$ cat src/rtl/adc_capture_buf_if.sv
// AXI4-stream beat channel from the ADC into the capture buffer.
// The master drives data/valid and the slave answers with ready.
interface adc_capture_buf_if #(
  parameter int DW = 128
);
  logic [DW-1:0] s_tdata;
  logic          s_tvalid;
  logic          s_tready;

  modport master (output s_tdata, output s_tvalid, input  s_tready);
  modport slave  (input  s_tdata, input  s_tvalid, output s_tready);
endinterface

$ cat src/rtl/adc_capture_buf.sv
// Triggered fixed-length ADC capture into a to-host BRAM. Each 128-bit beat
// is split into two 64-bit BRAM writes, low half first.
module adc_capture_buf #(
  parameter int AXIS_DW = 128,
  parameter int BRAM_DW = 64,
  parameter int BRAM_AW = 13,
  parameter int DROP_W  = 16
) (
  input  logic                dspclk,
  input  logic                dspreset,
  adc_capture_buf_if.slave    axis,
  input  logic                arm,
  input  logic                trig,
  input  logic                abort,
  input  logic [BRAM_AW-1:0]  length,
  output logic [BRAM_AW-1:0]  bram_addr,
  output logic [BRAM_DW-1:0]  bram_din,
  output logic                bram_we,
  output logic                busy,
  output logic                done,
  output logic [DROP_W-1:0]   drop_cnt
);

  typedef enum logic [1:0] {IDLE, ARMED, CAPTURE, DONE} state_t;

  localparam logic [BRAM_AW:0]   WL_ZERO  = '0;
  localparam logic [BRAM_AW:0]   WL_ONE   = (BRAM_AW+1)'(1);
  localparam logic [BRAM_AW:0]   WL_FULL  = {1'b1, {BRAM_AW{1'b0}}};
  localparam logic [BRAM_AW-1:0] ADDR_ONE = BRAM_AW'(1);
  localparam logic [DROP_W-1:0]  DROP_ONE = DROP_W'(1);

  state_t               state;
  logic                 phase;       // high half of the last beat still to be written
  logic [BRAM_AW:0]     words_left;  // one extra bit so length=0 can mean 2^BRAM_AW
  logic [BRAM_AW-1:0]   addr_cnt;
  logic [BRAM_DW-1:0]   hi_hold;
  logic                 accept;

  assign axis.s_tready = (state == CAPTURE) && !phase && (words_left != WL_ZERO);
  assign accept        = axis.s_tvalid && axis.s_tready;

  always_ff @(posedge dspclk) begin
    if (dspreset) begin
      state      <= IDLE;
      phase      <= 1'b0;
      words_left <= WL_ZERO;
      addr_cnt   <= '0;
      hi_hold    <= '0;
      bram_we    <= 1'b0;
      bram_addr  <= '0;
      bram_din   <= '0;
      busy       <= 1'b0;
      done       <= 1'b0;
      drop_cnt   <= '0;
    end else begin
      // NOTE: bram_we defaults low every cycle so it is a single-cycle strobe;
      // bram_addr/bram_din are only loaded alongside it and otherwise hold.
      bram_we <= 1'b0;
      if (abort) begin
        state <= IDLE;
        phase <= 1'b0;
        busy  <= 1'b0;
        done  <= 1'b0;
      end else begin
        unique case (state)
          IDLE, DONE: begin
            if (arm) begin
              state      <= ARMED;
              words_left <= (length == '0) ? WL_FULL : {1'b0, length};
              drop_cnt   <= '0;
              busy       <= 1'b1;
              done       <= 1'b0;
            end
          end
          ARMED: begin
            if (trig) begin
              state    <= CAPTURE;
              addr_cnt <= '0;
            end
          end
          CAPTURE: begin
            if (axis.s_tvalid && !axis.s_tready && (drop_cnt != '1))
              drop_cnt <= drop_cnt + DROP_ONE;
            if (accept) begin
              bram_we    <= 1'b1;
              bram_din   <= axis.s_tdata[BRAM_DW-1:0];
              bram_addr  <= addr_cnt;
              addr_cnt   <= addr_cnt + ADDR_ONE;
              words_left <= words_left - WL_ONE;
              hi_hold    <= axis.s_tdata[AXIS_DW-1:BRAM_DW];
              // With an odd length the final beat's high half is simply dropped.
              phase      <= (words_left > WL_ONE);
            end else if (phase) begin
              bram_we    <= 1'b1;
              bram_din   <= hi_hold;
              bram_addr  <= addr_cnt;
              addr_cnt   <= addr_cnt + ADDR_ONE;
              words_left <= words_left - WL_ONE;
              phase      <= 1'b0;
            end else if (words_left == WL_ZERO) begin
              state <= DONE;
              busy  <= 1'b0;
              done  <= 1'b1;
            end
          end
        endcase
      end
    end
  end

endmodule
$ cat src/flat_wrapper.sv
// flat-port wrapper written by rule: the top's interface ports become plain ports
module adc_capture_buf_flat 
#(
  parameter int AXIS_DW = 128,
  parameter int BRAM_DW = 64,
  parameter int BRAM_AW = 13,
  parameter int DROP_W  = 16
)
  (dspclk, dspreset, arm, trig, abort, length, bram_addr, bram_din, bram_we, busy, done, drop_cnt, axis_s_tdata, axis_s_tvalid, axis_s_tready);
  adc_capture_buf_if axis_i ();
  input  logic dspclk;
  input  logic dspreset;
  input  logic arm;
  input  logic trig;
  input  logic abort;
  input  logic [BRAM_AW-1:0] length;
  output logic [BRAM_AW-1:0] bram_addr;
  output logic [BRAM_DW-1:0] bram_din;
  output logic bram_we;
  output logic busy;
  output logic done;
  output logic [DROP_W-1:0] drop_cnt;
  input wire logic [$bits(axis_i.s_tdata)-1:0] axis_s_tdata;
  input wire logic [$bits(axis_i.s_tvalid)-1:0] axis_s_tvalid;
  output wire logic [$bits(axis_i.s_tready)-1:0] axis_s_tready;
  assign axis_i.s_tdata = axis_s_tdata;
  assign axis_i.s_tvalid = axis_s_tvalid;
  assign axis_s_tready = axis_i.s_tready;
  adc_capture_buf #(.AXIS_DW(AXIS_DW), .BRAM_DW(BRAM_DW), .BRAM_AW(BRAM_AW), .DROP_W(DROP_W)) u_core (.dspclk(dspclk), .dspreset(dspreset), .axis(axis_i), .arm(arm), .trig(trig), .abort(abort), .length(length), .bram_addr(bram_addr), .bram_din(bram_din), .bram_we(bram_we), .busy(busy), .done(done), .drop_cnt(drop_cnt));
endmodule
$ cat config.mk
export PLATFORM = sky130hd
export DESIGN_NAME = adc_capture_buf_flat
export DESIGN_NICKNAME = d
export VERILOG_FILES = /design/src/rtl/adc_capture_buf_if.sv /design/src/rtl/adc_capture_buf.sv /design/src/flat_wrapper.sv
export SDC_FILE = /design/constraint.sdc
export NUM_CORES = 1
export LEC_CHECK = 0
export ABC_AREA = 1
export BUFFER_PORTS_ARGS = -buffer_cell sky130_fd_sc_hd__buf_2
export CORE_ASPECT_RATIO = 1.1
export CORE_MARGIN = 2
export CORE_UTILIZATION = 35
export DETAILED_ROUTE_END_ITERATION = 6
export PLACE_DENSITY_LB_ADDON = 0.08
export SLEW_MARGIN = 20
export SYNTH_ARGS = -nofsm -noshare
export SYNTH_HDL_FRONTEND = slang
export SYNTH_SLANG_ARGS = --single-unit
export TNS_END_PERCENT = 50
$ cat constraint.sdc
create_clock -name dspclk -period 1.75 [get_ports dspclk]
set_clock_uncertainty 0.05 [all_clocks]
set_input_delay 0 -clock dspclk [delete_from_list [all_inputs] [get_ports dspclk]]
set_output_delay 0 -clock dspclk [all_outputs]
set_load 0.01 [all_outputs]
==> impl_summary.md, run 1 <==
Yosys
The total number of yosys warnings is 0. The mean area per synthesized cell is 6.65 um^2. The count of flip-flops with a built-in enable after synthesis is 0. The number of distinct library cells after synthesis is 36. The top flip-flop cell by instance count after synthesis is dfxtp_1.

Ranked by instance count, the synthesized netlist is headed by nand2_1, nor2_1, dfxtp_1, inv_1, a21oi_1. For this run, the register share of the synthesized area comes to 0.411. In the synthesized netlist the async set-or-reset flop fraction comes to 0. The share of synthesized area in the top cell type comes to 0.411.

Counting every instance in the synthesized netlist gives between 1000 and 1500. The summed instance area of the synthesized netlist is 9260 um^2. The net count of the mapped netlist is around 1500. The biggest area contributor in the post-synthesis netlist is dfxtp_1. By area the synthesized netlist is led by dfxtp_1, nand2_1, nor2_1.

The most frequently used cell type in the post-synthesis netlist is nand2_1. Synthesis inferred between 150 and 200 register bits.

Clock tree
For the worst-skew pair, the clock arrives at the later sink with an insertion delay of 430 ps. The CTS tree is built. Counting the buffers created by CTS gives 17. The clock net in this run drives a total of 190 sinks. After clock tree synthesis, the clock-pin slew on the worst setup and hold paths is roughly 80 ps.

Clock tree synthesis selected as its root buffer the cell clkbuf_16. The clock passes through at most 2 buffers. The H-tree was split into 4 levels.

Power and ir drop
IR analysis of the VDD net gives a maximum drop of just under 0.6 mV. The fraction of power spent switching nets is 0.293. The internal power of the cells is roughly 0.0075 W.

The post-route total power is 0.0107 W. The share of power burned in the clock network is 0.352. The leakage power is between 6 and 7 nW. Of the total power, registers draw 0.429. For this design the ratio of total power to cell area is roughly 740 nW/um^2. The net switching power is about 0.0031 W.

The combinational power share is 0.219.

Die
For this configuration, the core starts out at a cell density of 0.355. The die covers approximately 28000 um^2. In this run the vertical extent of the chip is around 170 um.

The total core area is 26100 um^2. The floorplan has 62 rows. From left edge to right edge, the die measures around 160 um.

The number of I/O pins is 244.

Critical path
The type of the setup path with the least slack is flip-flop to flip-flop. The type of element launching the critical path is a flip-flop. Of all nets on the critical path, the largest fanout is 8.

The source of the critical timing path is u_core.words_left[1]. Data on the critical path arrives at its endpoint at 2100 ps. STA classifies the critical path endpoint as a flip-flop. The launch point of the worst reg-to-reg path is u_core.words_left[1]. The required time of the worst setup path is slightly above 2000 ps.

Routing
The initial detailed-routing violation count is 495. The post-detailed-routing wire length is between 30 and 40 mm. The count of nets left with antenna violations once routing finished came out at 0. The total number of vias is ~10000.

The detailed-routing iteration count for the pre-antenna-repair pass is 5. After detailed routing, the number of remaining DRC violations is 0. The detail-routed via count per cell is ~4.6. In the final routed layout, each cell accounts on average for roughly 14 um.

Layout
After the flow finishes, the layout carries non-filler instances totaling approximately 2200. Compared with the post-synthesis result, the final layout area differs by 56.3%. The final layout contains 2006 nets. The finished cells cover around 14000 um^2. In the final layout, the share of cells above drive strength 1 is 0.298.

GRT
The overall track demand over capacity in global routing is 0.205. The initial antenna violation count came to 0. The first global-routing pass estimated 47.0 mm of wire. The number of global-route vias before repair was just under 10000. Entering global routing, the biggest net connects 48 pins. The total overflow left after global routing is 0.

Placement
The global placement routability congestion is 0.847. Summing all placed instances gives a cell area of 11400 um^2. The sum of net half-perimeters after detailed placement is approximately 19 mm. The worst-case setup slack after placement is -173 ps. In this run, placement finished with an instance count of between 2000 and 2500. In this run the tool buffered the top-level ports with approximately 240 buffer cells.

Timing
Of the available clock period, the critical path in the final layout requires 1.05. The tightest hold path in the finished design has a slack of 103 ps. The clock period minus worst slack is 1830 ps. The hold violation count in the final report came to 0. The count of final max-slew check failures came to 0.

For this run, the top clock speed supported by timing is ~0.55 GHz. The actual transition at the worst max-transition pin is about 450 ps. Once routing completed, OpenROAD measured the worst setup slack at -80.5 ps. Setup repair after global routing could not meet its margin everywhere. Setup violations remaining at the end of the flow were counted as 47. Headroom to the max-slew limit came out at 0.697.

Run status
The flow ran to the end, but the final reports show violations. The checks that failed: negative setup slack.

Hold path
The tightest min-delay check is of the input port to flip-flop type. The hold path startpoint is trig.

Run
The tool flagged a number of max-cap violations equal to 0.
[per-stage QoR]
step | TNS (ps) | util
floorplan | -19.4 | -
global placement | -4420 | 0.438
detailed placement | -7630 | 0.438
CTS | -989 | 0.520
global route | -13010 | 0.555
finish | -1880 | 0.555
[cell usage in the layout, fill, tap and decap left out, types with 4 or more instances in the layout]
cell,count
buf_12,19
inv_1,138
dfxtp_1,184
nand4_1,10
inv_2,6
nand2_2,32
inv_8,5
dlygate4sd3_1,143
dfxtp_2,6
xor2_1,5
o21ai_0,68
nor3b_1,4
nand2_1,327
buf_4,86
a21oi_1,110
nor2_4,8
buf_2,243
clkbuf_16,36
ha_1,6
o21ai_1,45
nor3_1,6
nand2_4,8
nor2_2,31
nor2_1,187
inv_6,4
nand3_1,64
a21oi_2,14
o21ai_2,30
[worst paths after layout]
path	end	slack, ps	depth (start not counted)
hold / removal	u_core.state[0]	100	5
hold reg to reg	u_core.hi_hold[31]	400	2
setup reg to reg	u_core.bram_din[58]	-80	12
setup / recovery	u_core.bram_din[58]	-80	12
[cell type report]
cell class	count	area, um^2
clock buffer	18	439
antenna	1	2.50
fill	2537	11600
multi-input combinational	974	4780
tap	352	440
clock inverter	14	123
timing repair inverter	1	7.51
sequential	190	3810
inverter	150	583
timing repair buffer	517	4290
[flip-flops by register name (all words and copies together) (netlist names)]
| register | cells |
|---|---|
| u_core.words_left | 14 |
| u_core.phase | 1 |
| u_core.drop_cnt | 16 |
| u_core.busy | 1 |
| u_core.addr_cnt | 13 |
| u_core.done | 1 |
| u_core.bram_addr | 13 |
| u_core.hi_hold | 64 |
| u_core.bram_we | 1 |
| u_core.bram_din | 64 |
| u_core.state | 2 |
[what timing repair did]
item	in CTS	in global routing
setup endpoints to repair	169	187
pin swaps	2	57
gates cloned	2	19
endpoints found under the hold margin	148	0
hold buffers	143	0
gates resized for setup	30	133
setup buffers	6	5
[power groups by stage]
stage	Combinational [W]	Clock (W)	Sequential (W)
6_report	0.00233	0.00376	0.00458
4_1_cts	0.00207	0.00391	0.00457
5_1_grt	0.00256	0.00405	0.00460
3_3_place_gp	0.00175	0	0.00467
3_5_place_dp	0.00175	0	0.00467
2_1_floorplan	0.000952	0	0.00471
[metal layers]
layer,GRT usage,vias up,wire [um]
met2,0.372,256,15900
li1,-,5307,-
met4,0.0788,0,833
met1,0.245,4635,13400
met5,0,-,0
met3,0.0320,52,1240
[logic make-up (layout without fill, tap and decap cells)]
family / after synthesis / in the layout / synth area share
simple gates: 688 / 688 / 0.301
compound gates: 271 / 271 / 0.155
buf+inv: 229 / 700 / 0.116
flops: 190 / 190 / 0.411
fa+ha+maj: 8 / 8 / 0.0108
xor+xnor: 7 / 7 / 0.00662
other cells: 0 / 1 / 0
[worst max-delay path, stage by stage, from the launching register on]
cell	delay (ps)
dfxtp_2	340
inv_2	50
ha_4	150
nand2_2	70
nor2_2	40
nand2_2	90
nand3_4	160
nand2_4	140
nand2_8	120
clkbuf_16	200
clkbuf_16	170
nor2_1	100
nor2_1	50
Power figures use the tool's default switching activity.
==> inputs of run 2 (changes only) <==
--- a/config.mk
+++ b/config.mk
@@ -5,13 +5,13 @@
 export SDC_FILE = /design/constraint.sdc
 export NUM_CORES = 1
 export LEC_CHECK = 0
-export ABC_AREA = 1
 export BUFFER_PORTS_ARGS = -buffer_cell sky130_fd_sc_hd__buf_2
 export CORE_ASPECT_RATIO = 1.1
 export CORE_MARGIN = 2
 export CORE_UTILIZATION = 35
 export DETAILED_ROUTE_END_ITERATION = 6
 export PLACE_DENSITY_LB_ADDON = 0.08
+export SKIP_CTS_REPAIR_TIMING = 1
 export SLEW_MARGIN = 20
 export SYNTH_ARGS = -nofsm -noshare
 export SYNTH_HDL_FRONTEND = slang
==> run 2 against run 1 <==
Against the previous run: via count decreased by 12%; global-route usage decreased by 1.0 points; worst hold slack got worse by 84 ps; the run still ends with negative setup slack left; critical path type unchanged; register-to-register slack got worse by 300 ps.
==> impl_summary.md, run 2 <==
Yosys
The number of distinct library cells after synthesis came to 52 (+44%). The async set or reset register ratio after synthesis was 0 (unchanged). The leading area contributor after synthesis is dfxtp_1. The net count of the mapped netlist is 1174 (-24%). The total number of yosys warnings is 0 (unchanged). The post-synthesis sequential element count is 190 (unchanged). The share of the yosys chip area belonging to registers was 0.453 (+0.0423). The count of flip-flops with a built-in enable after synthesis was 0 (unchanged). The mean area per synthesized cell is 8.24 um^2 (+24%).

In the post-synthesis netlist, the biggest area contributors are dfxtp_1, nand2_1, mux2i_1. The area share of the largest cell type after synthesis is 0.453 (+0.0423). The synthesized instance count is 1019 (-27%). After synthesis, the most frequently instantiated cells are nand2_1, dfxtp_1, a21oi_1, nor2_1, mux2i_1.

The summed instance area of the synthesized netlist is 8400 um^2 (-9.3%). The most frequently used cell type in the post-synthesis netlist is nand2_1. For this run, the leading register cell type out of synthesis is dfxtp_1.

Power and ir drop
The post-route total power is 0.0102 W (-4.7%). The power density normalized to cell area is 763 nW/um^2 (+3.5%). The leakage power is 5.73 nW (-13%). The worst IR drop on VDD was 0.641 mV (+11%).

Timing
The actual transition at the worst max-transition pin is 410 ps (-41.4 ps). The clock period minus worst slack is 2130 ps (+297 ps). The setup-violating endpoint count in the final report is 190 (+300%).

The relative slew slack came to 0.725 (+0.0289). The hold violation count in the final report came to 0 (unchanged). The final critical-path share of the clock period is 1.22 (+0.170). The smallest setup slack after layout is -377 ps (-297 ps). The fmax is 0.470 GHz (-14%). The final-layout setup total negative slack is -37170 ps (-35290 ps). Setup repair after global routing could not meet its margin everywhere. The count of final max-slew check failures is 0 (unchanged). The worst hold margin is 18.6 ps (-84.4 ps).

Die
The cell row count came to 59 (-4.8%). The total core area is 23600 um^2 (-9.4%). The die outline width is 152 um (-4.7%).

The die height is 166 um (-4.7%). The number of I/O pins was 244 (unchanged). The floorplan die area was 25300 um^2 (-9.1%).

The effective utilization at floorplan is 0.356 (about the same).

Clock tree
The insertion delay of the later-clocked pin in the worst-skew pair is 430 ps (about the same). TritonCTS built the clock tree. The depth of the CTS H-tree is 4 (unchanged). The clock slew at the register clock pins of the worst setup and hold paths came to 80 ps (about the same). The CTS root buffer is clkbuf_16.

The maximum count of clock buffers along a single path is 2 (unchanged). The CTS sink count is 190 (unchanged). The TritonCTS buffer count is 17 (unchanged).

Layout
The number of standard cells in the layout, taps in and fillers out came to 1806 (-19%). The largest registers in the layout are u_core.bram_din: 64 flops, u_core.hi_hold: 64 flops, u_core.drop_cnt: 16 flops. The library cell used most frequently in the layout, excluding fill and tap cells, is buf_2. Leaving out fill and tap cells, the most frequent cells in the layout are buf_2, nand2_1, dfxtp_1. The net count reported at finish is 1642 (-18%).

The multi-input gate area in the final layout came to 4500 um^2 (-5.9%). The storage element area is 3810 um^2 (about the same). The layout cell share with drive strength beyond 1 is 0.312 (+0.0143). The number of fill cells came to 2155 (-15%). The synthesis-to-layout area growth is 58.7%.

Routing
The number of nets still failing antenna checks after routing came to 0 (unchanged). The post-detailed-routing wire length is 28.7 mm (-8.6%). The initial detailed-routing violation count came to 370 (-25%). The average wire per cell in the routed design is 15.9 um (+12%). The detailed-routing iteration count for the pre-antenna-repair pass is 5 (unchanged). The total DRC errors in the routed layout is 0 (unchanged). The total number of vias is 8975 (-12%).

The detail-routed via count per cell is 4.97 (+7.5%).

GRT
The initial antenna violation count was 1 (+1). The aggregate global routing overflow is 0 (unchanged). The overall track demand over capacity in global routing came to 0.195 (-0.0100). The number of global-route vias before repair is 7757 (-19%). The maximum number of pins on one net before global-route repair is 83 (+73%). The first-pass GRT wire length is 39.7 mm (-16%).

Critical path
The required time of the worst setup path is 2060 ps (+40 ps). STA classifies the critical path endpoint as a flip-flop. The worst setup path is launched from a flip-flop.

The longest individual stage delay on the worst path was 500 ps (+160 ps). The slowest stage cell on the critical path is a221o_1. The maximum fanout encountered on the critical timing path is 7 (-1). The setup path with the least slack is of type flip-flop to flip-flop. The worst path arrival time came to 2430 ps (+330 ps). In this run the critical register-to-register path is launched from u_core.words_left[5]. The depth of the worst register-to-register path is 5 (-7).

The worst-case register-to-register setup slack was -380 ps (-300 ps). Walking the worst path, the cells encountered are nor4_4 -> nand4_4 -> a221o_1 -> or3_1 -> a211oi_2. The reg-to-reg endpoint is u_core.drop_cnt[0].

Hold path
The path with the worst hold slack has its endpoint at u_core.words_left[13]. The worst hold path begins at length[5]. The worst hold path belongs to the class input port to flip-flop.

The cell depth of the worst min-delay path is 5 (unchanged).

Placement
The global placement routability congestion is 0.806 (-4.8%). The number of instances in the placed design is 1612 (-20%). The number of buffer cells added on primary ports was 243 (unchanged). The sum of net half-perimeters after detailed placement is 17.6 mm (-9.3%).

Run status
The run finished, with violations left. The checks that failed: negative setup slack.

Run
The max capacitance violation total is 0 (unchanged).
==> run 2: changes by cell type in the layout (fill, tap and decap cells not counted), sizes merged, moves of 12 or more <==
cell | before | now
nor4 | 3 | 15
a211oi | 0 | 68
buf | 355 | 369
nor3 | 7 | 21
nor2 | 226 | 97
mux2i | 0 | 70
nand3 | 66 | 25
inv | 156 | 19
o21ai | 143 | 23
nand2 | 369 | 203
==> run 2: how the worst max path moves through the flow <==
stage                         startpoint                  end  slack [ps]  cells after the start
floorplan           u_core.words_left[0]   u_core.drop_cnt[2]        -220                      8
global placement    u_core.words_left[5]   u_core.drop_cnt[2]        -280                      6
detailed placement  u_core.words_left[0]  u_core.bram_din[26]        -350                     10
CTS                 u_core.words_left[5]   u_core.drop_cnt[2]        -350                      6
global route        u_core.words_left[0]   u_core.drop_cnt[3]        -490                      8
finish              u_core.words_left[5]   u_core.drop_cnt[0]        -380                      5
==> run 2: final cells by class <==
cell class              count  area share
flip-flops and latches    190       0.286
well taps                 305      0.0286
inverters                  10     0.00282
clock inverters            13      0.0104
clock buffers              19      0.0340
diodes                      1    0.000188
repair buffers            519       0.301
multi-input cells         749       0.338
==> run 2: power breakdown <==
group          switching, W  leakage, nW  internal [W]
clock network       0.00195        0.293       0.00199
registers         0.0000571         1.53       0.00441
logic              0.000847         3.90      0.000915
==> run 2: per-layer routing <==
layer	share of wire	GRT usage
met2	0.49	0.322
met3	0.047	0.0589
met1	0.45	0.249
met5	0	0
met4	0.013	0.0499
==> run 2: critical path: cells and delay by family (launching register included) <==
family / cells / cell delay [ps]
AND/OR/NAND/NOR: 3 / 980
AO/OA/AOI/OAI: 2 / 670
flip-flops: 1 / 340
==> run 2: metrics by stage <==
step | utilization | worst slack (ps) | instance area (um^2)
after floorplan | - | -220 | 8550
after global placement | 0.459 | -279 | 10900
after detailed placement | 0.459 | -350 | 10900
after CTS | 0.484 | -355 | 11400
after global routing | 0.564 | -487 | 13300
final | 0.564 | -377 | 13300
==> run 2: logic make-up after synthesis <==
family          after synthesis  share of synthesized area
compound gates              249                      0.185
xor+xnor                      2                    0.00209
fa+ha+maj                     8                     0.0119
buf+inv                      80                     0.0411
flops                       190                      0.453
mux                          73                     0.0875
simple gates                417                      0.220
==> inputs of run 3 (changes only) <==
--- a/config.mk
+++ b/config.mk
@@ -11,6 +11,7 @@
 export CORE_UTILIZATION = 35
 export DETAILED_ROUTE_END_ITERATION = 6
 export PLACE_DENSITY_LB_ADDON = 0.08
+export SETUP_SLACK_MARGIN = 0.5
 export SKIP_CTS_REPAIR_TIMING = 1
 export SLEW_MARGIN = 20
 export SYNTH_ARGS = -nofsm -noshare
==> run 3 against run 2 <==
Against the previous run: combinational power rose by 17%; the run ends with negative hold slack, negative setup slack left; sequential share of layout area shrank 3.0 points; non-clock buffer count up 36; first-iteration DRC count grew 16%; sequential cell count is the same; final cell count up 1.9%; critical path depth rose by 5; highest routed layer unchanged; clock power shrank 2%; clock-buffer cell count decreased by 1.
==> impl_summary.md, run 3 (synthesis results as in run 2) <==
Placement
The number of instances in the placed design is 1607 (-0.31%). The number of buffer cells added on primary ports is 243 (unchanged). The sum of net half-perimeters after detailed placement is 17.6 mm (-0.45%). The global placement routability congestion came to 0.806 (about the same).

Clock tree
The depth of the CTS H-tree is 4 (unchanged). TritonCTS built the clock tree. The insertion delay of the later-clocked pin in the worst-skew pair was 440 ps (about the same). The TritonCTS buffer count came to 17 (unchanged). The clock slew at the register clock pins of the worst setup and hold paths is 80 ps (about the same). In this run the clock root is driven by a clkbuf_16. The maximum count of clock buffers along a single path came to 2 (unchanged).

The CTS sink count is 190 (unchanged).

Critical path
The type of element launching the critical path is a flip-flop. The total number of cells along the worst setup path came to 10 (+5). The launch point of the worst reg-to-reg path is u_core.words_left[1].

The type of the setup path with the least slack is flip-flop to flip-flop. The number of buffer and inverter instances along the worst setup path came to 3 (+3). The worst-case register-to-register setup slack is -390 ps (-20 ps). STA classifies the critical path endpoint as a flip-flop. The source of the critical timing path is u_core.words_left[1].

The required time of the worst setup path is 2060 ps (about the same). The maximum fanout encountered on the critical timing path is 6 (-1). The signal on the critical path passes through inv_2 -> ha_4 -> nor3b_4 -> a41oi_2 -> buf_4 -> o21ai_4 -> buf_12 -> or4_4 -> a21o_1 -> a21oi_2. The category of cells accounting for the largest share of critical-path delay is compound AO/OA/AOI/OAI gates. The worst path arrival time is 2460 ps (+30 ps). The depth of the worst register-to-register path is 10 (+5). The slowest stage of the critical path belongs to the cell or4_4. The longest individual stage delay on the worst path came to 400 ps (-100 ps).

Layout
The number of fill cells is 1981 (-8.1%). Leaving out fill and tap cells, the most frequent cells in the layout are buf_2, dfxtp_1, dlygate4sd3_1. The most common cell after layout, fill and taps aside is buf_2. The net count reported at finish is 1678 (+2.2%). The multi-input gate area in the final layout is 5430 um^2 (+21%).

The number of standard cells in the layout, taps in and fillers out is 1841 (+1.9%). The synthesis-to-layout area growth is 77.7%. The layout cell share with drive strength beyond 1 is 0.448 (+0.136).

The storage element area is 3810 um^2 (about the same). In the final layout, the registers with the most flip-flops are u_core.bram_din: 64 flops, u_core.hi_hold: 64 flops, u_core.drop_cnt: 16 flops.

GRT
The maximum number of pins on one net before global-route repair is 93 (+12%). The overall track demand over capacity in global routing is 0.194 (-0.00123). The number of global-route vias before repair came to 7781 (+0.31%). The first-pass GRT wire length is 39.4 mm (-0.75%). The initial antenna violation count was 1 (unchanged). The aggregate global routing overflow is 0 (unchanged).

Die
The die height is 166 um (unchanged). The floorplan die area is 25300 um^2 (unchanged). The die outline width is 152 um (unchanged). The total core area is 23600 um^2 (unchanged). The cell row count was 59 (unchanged). The number of I/O pins is 244 (unchanged). The effective utilization at floorplan is 0.356 (unchanged).

Hold path
The path category of the worst min-delay check is input port to flip-flop. In this run the most critical hold path is launched from trig. The cell depth of the worst min-delay path is 4 (-1).

Timing
The count of final max-slew check failures is 0 (unchanged). Setup repair after global routing could not meet its margin everywhere. The setup-violating endpoint count in the final report is 190 (unchanged).

The final-layout setup total negative slack is -48030 ps (-10850 ps). The fmax is 0.466 GHz (-0.78%). The smallest setup slack after layout is -394 ps (-16.7 ps). The actual transition at the worst max-transition pin was 637 ps (+227 ps). The hold violation count in the final report came to 3 (+3). The final critical-path share of the clock period was 1.23 (+0.00954). The clock period minus worst slack is 2140 ps (+16.7 ps). The worst hold margin is -58.5 ps (-77.1 ps).

The relative slew slack was 0.575 (-0.150).

Routing
The initial detailed-routing violation count was 431 (+16%). The total DRC errors in the routed layout is 0 (unchanged). The total number of vias is 9468 (+5.5%).

The detail-routed via count per cell is 5.14 (+3.5%). The post-detailed-routing wire length came to 33.7 mm (+17%). The average wire per cell in the routed design was 18.3 um (+15%).

The detailed-routing iteration count for the pre-antenna-repair pass is 5 (unchanged). The number of nets still failing antenna checks after routing is 0 (unchanged).

Run
The max capacitance violation total is 0 (unchanged).

Power and ir drop
The power density normalized to cell area is 697 nW/um^2 (-8.7%). The leakage power is 6.41 nW (+12%). The worst IR drop on VDD is 0.662 mV (+3.3%).

Run status
The final reports fail on negative hold slack, negative setup slack. The flow ran to the end, but the final reports show violations.
==> run 3: worst paths after layout <==
check | endpoint
min reg2reg | u_core.bram_addr[2]
max | u_core.addr_cnt[11]
max reg2reg | u_core.addr_cnt[11]
min | u_core.state[1]
==> run 3: through the flow <==
| step | setup WS [ps] | hold slack (ps) | utilization | cell area, um^2 | total power [W] |
|---|---|---|---|---|---|
| 3_3_place_gp | -360 | 190 | 0.456 | 10800 | 0.00596 |
| 5_1_grt | -497 | 1.56 | 0.632 | 14900 | 0.0108 |
| 3_5_place_dp | -406 | 195 | 0.456 | 10800 | 0.00597 |
| 2_1_floorplan | -220 | 86.0 | - | 8550 | 0.00529 |
| 6_report | -394 | -58.5 | 0.632 | 14900 | 0.0104 |
| 4_1_cts | -403 | -276 | 0.481 | 11400 | 0.00982 |
==> run 3: layout make-up <==
| cell class | count | share of cell area |
|---|---|---|
| Inverter | 10 | 0.00251 |
| Clock buffer | 18 | 0.0288 |
| Tap cell | 305 | 0.0256 |
| Timing Repair Buffer | 555 | 0.315 |
| Clock inverter | 13 | 0.00964 |
| Antenna cell | 1 | 0.000168 |
| Multi-Input combinational cell | 749 | 0.364 |
| Sequential cell | 190 | 0.255 |
==> run 3: tightest hold or removal path: stages <==
cell and delay [ps]:
buf_2 90, nor2b_1 60, nor2_1 130, a311oi_1 100
==> run 3: layer usage <==
| metal | track usage | up-vias | part of all wire |
|---|---|---|---|
| met2 | 0.326 | 302 | 0.49 |
| met4 | 0.0447 | 0 | 0.019 |
| met3 | 0.0625 | 51 | 0.066 |
| li1 | - | 4630 | - |
| met5 | 0 | - | 0 |
| met1 | 0.241 | 4485 | 0.43 |
==> run 3: power breakdown <==
group          internal [W]  switching [W]  total [W]
Clock               0.00191        0.00196    0.00387
Combinational       0.00105        0.00100    0.00206
Sequential          0.00441      0.0000642    0.00448
Total               0.00738        0.00303     0.0104
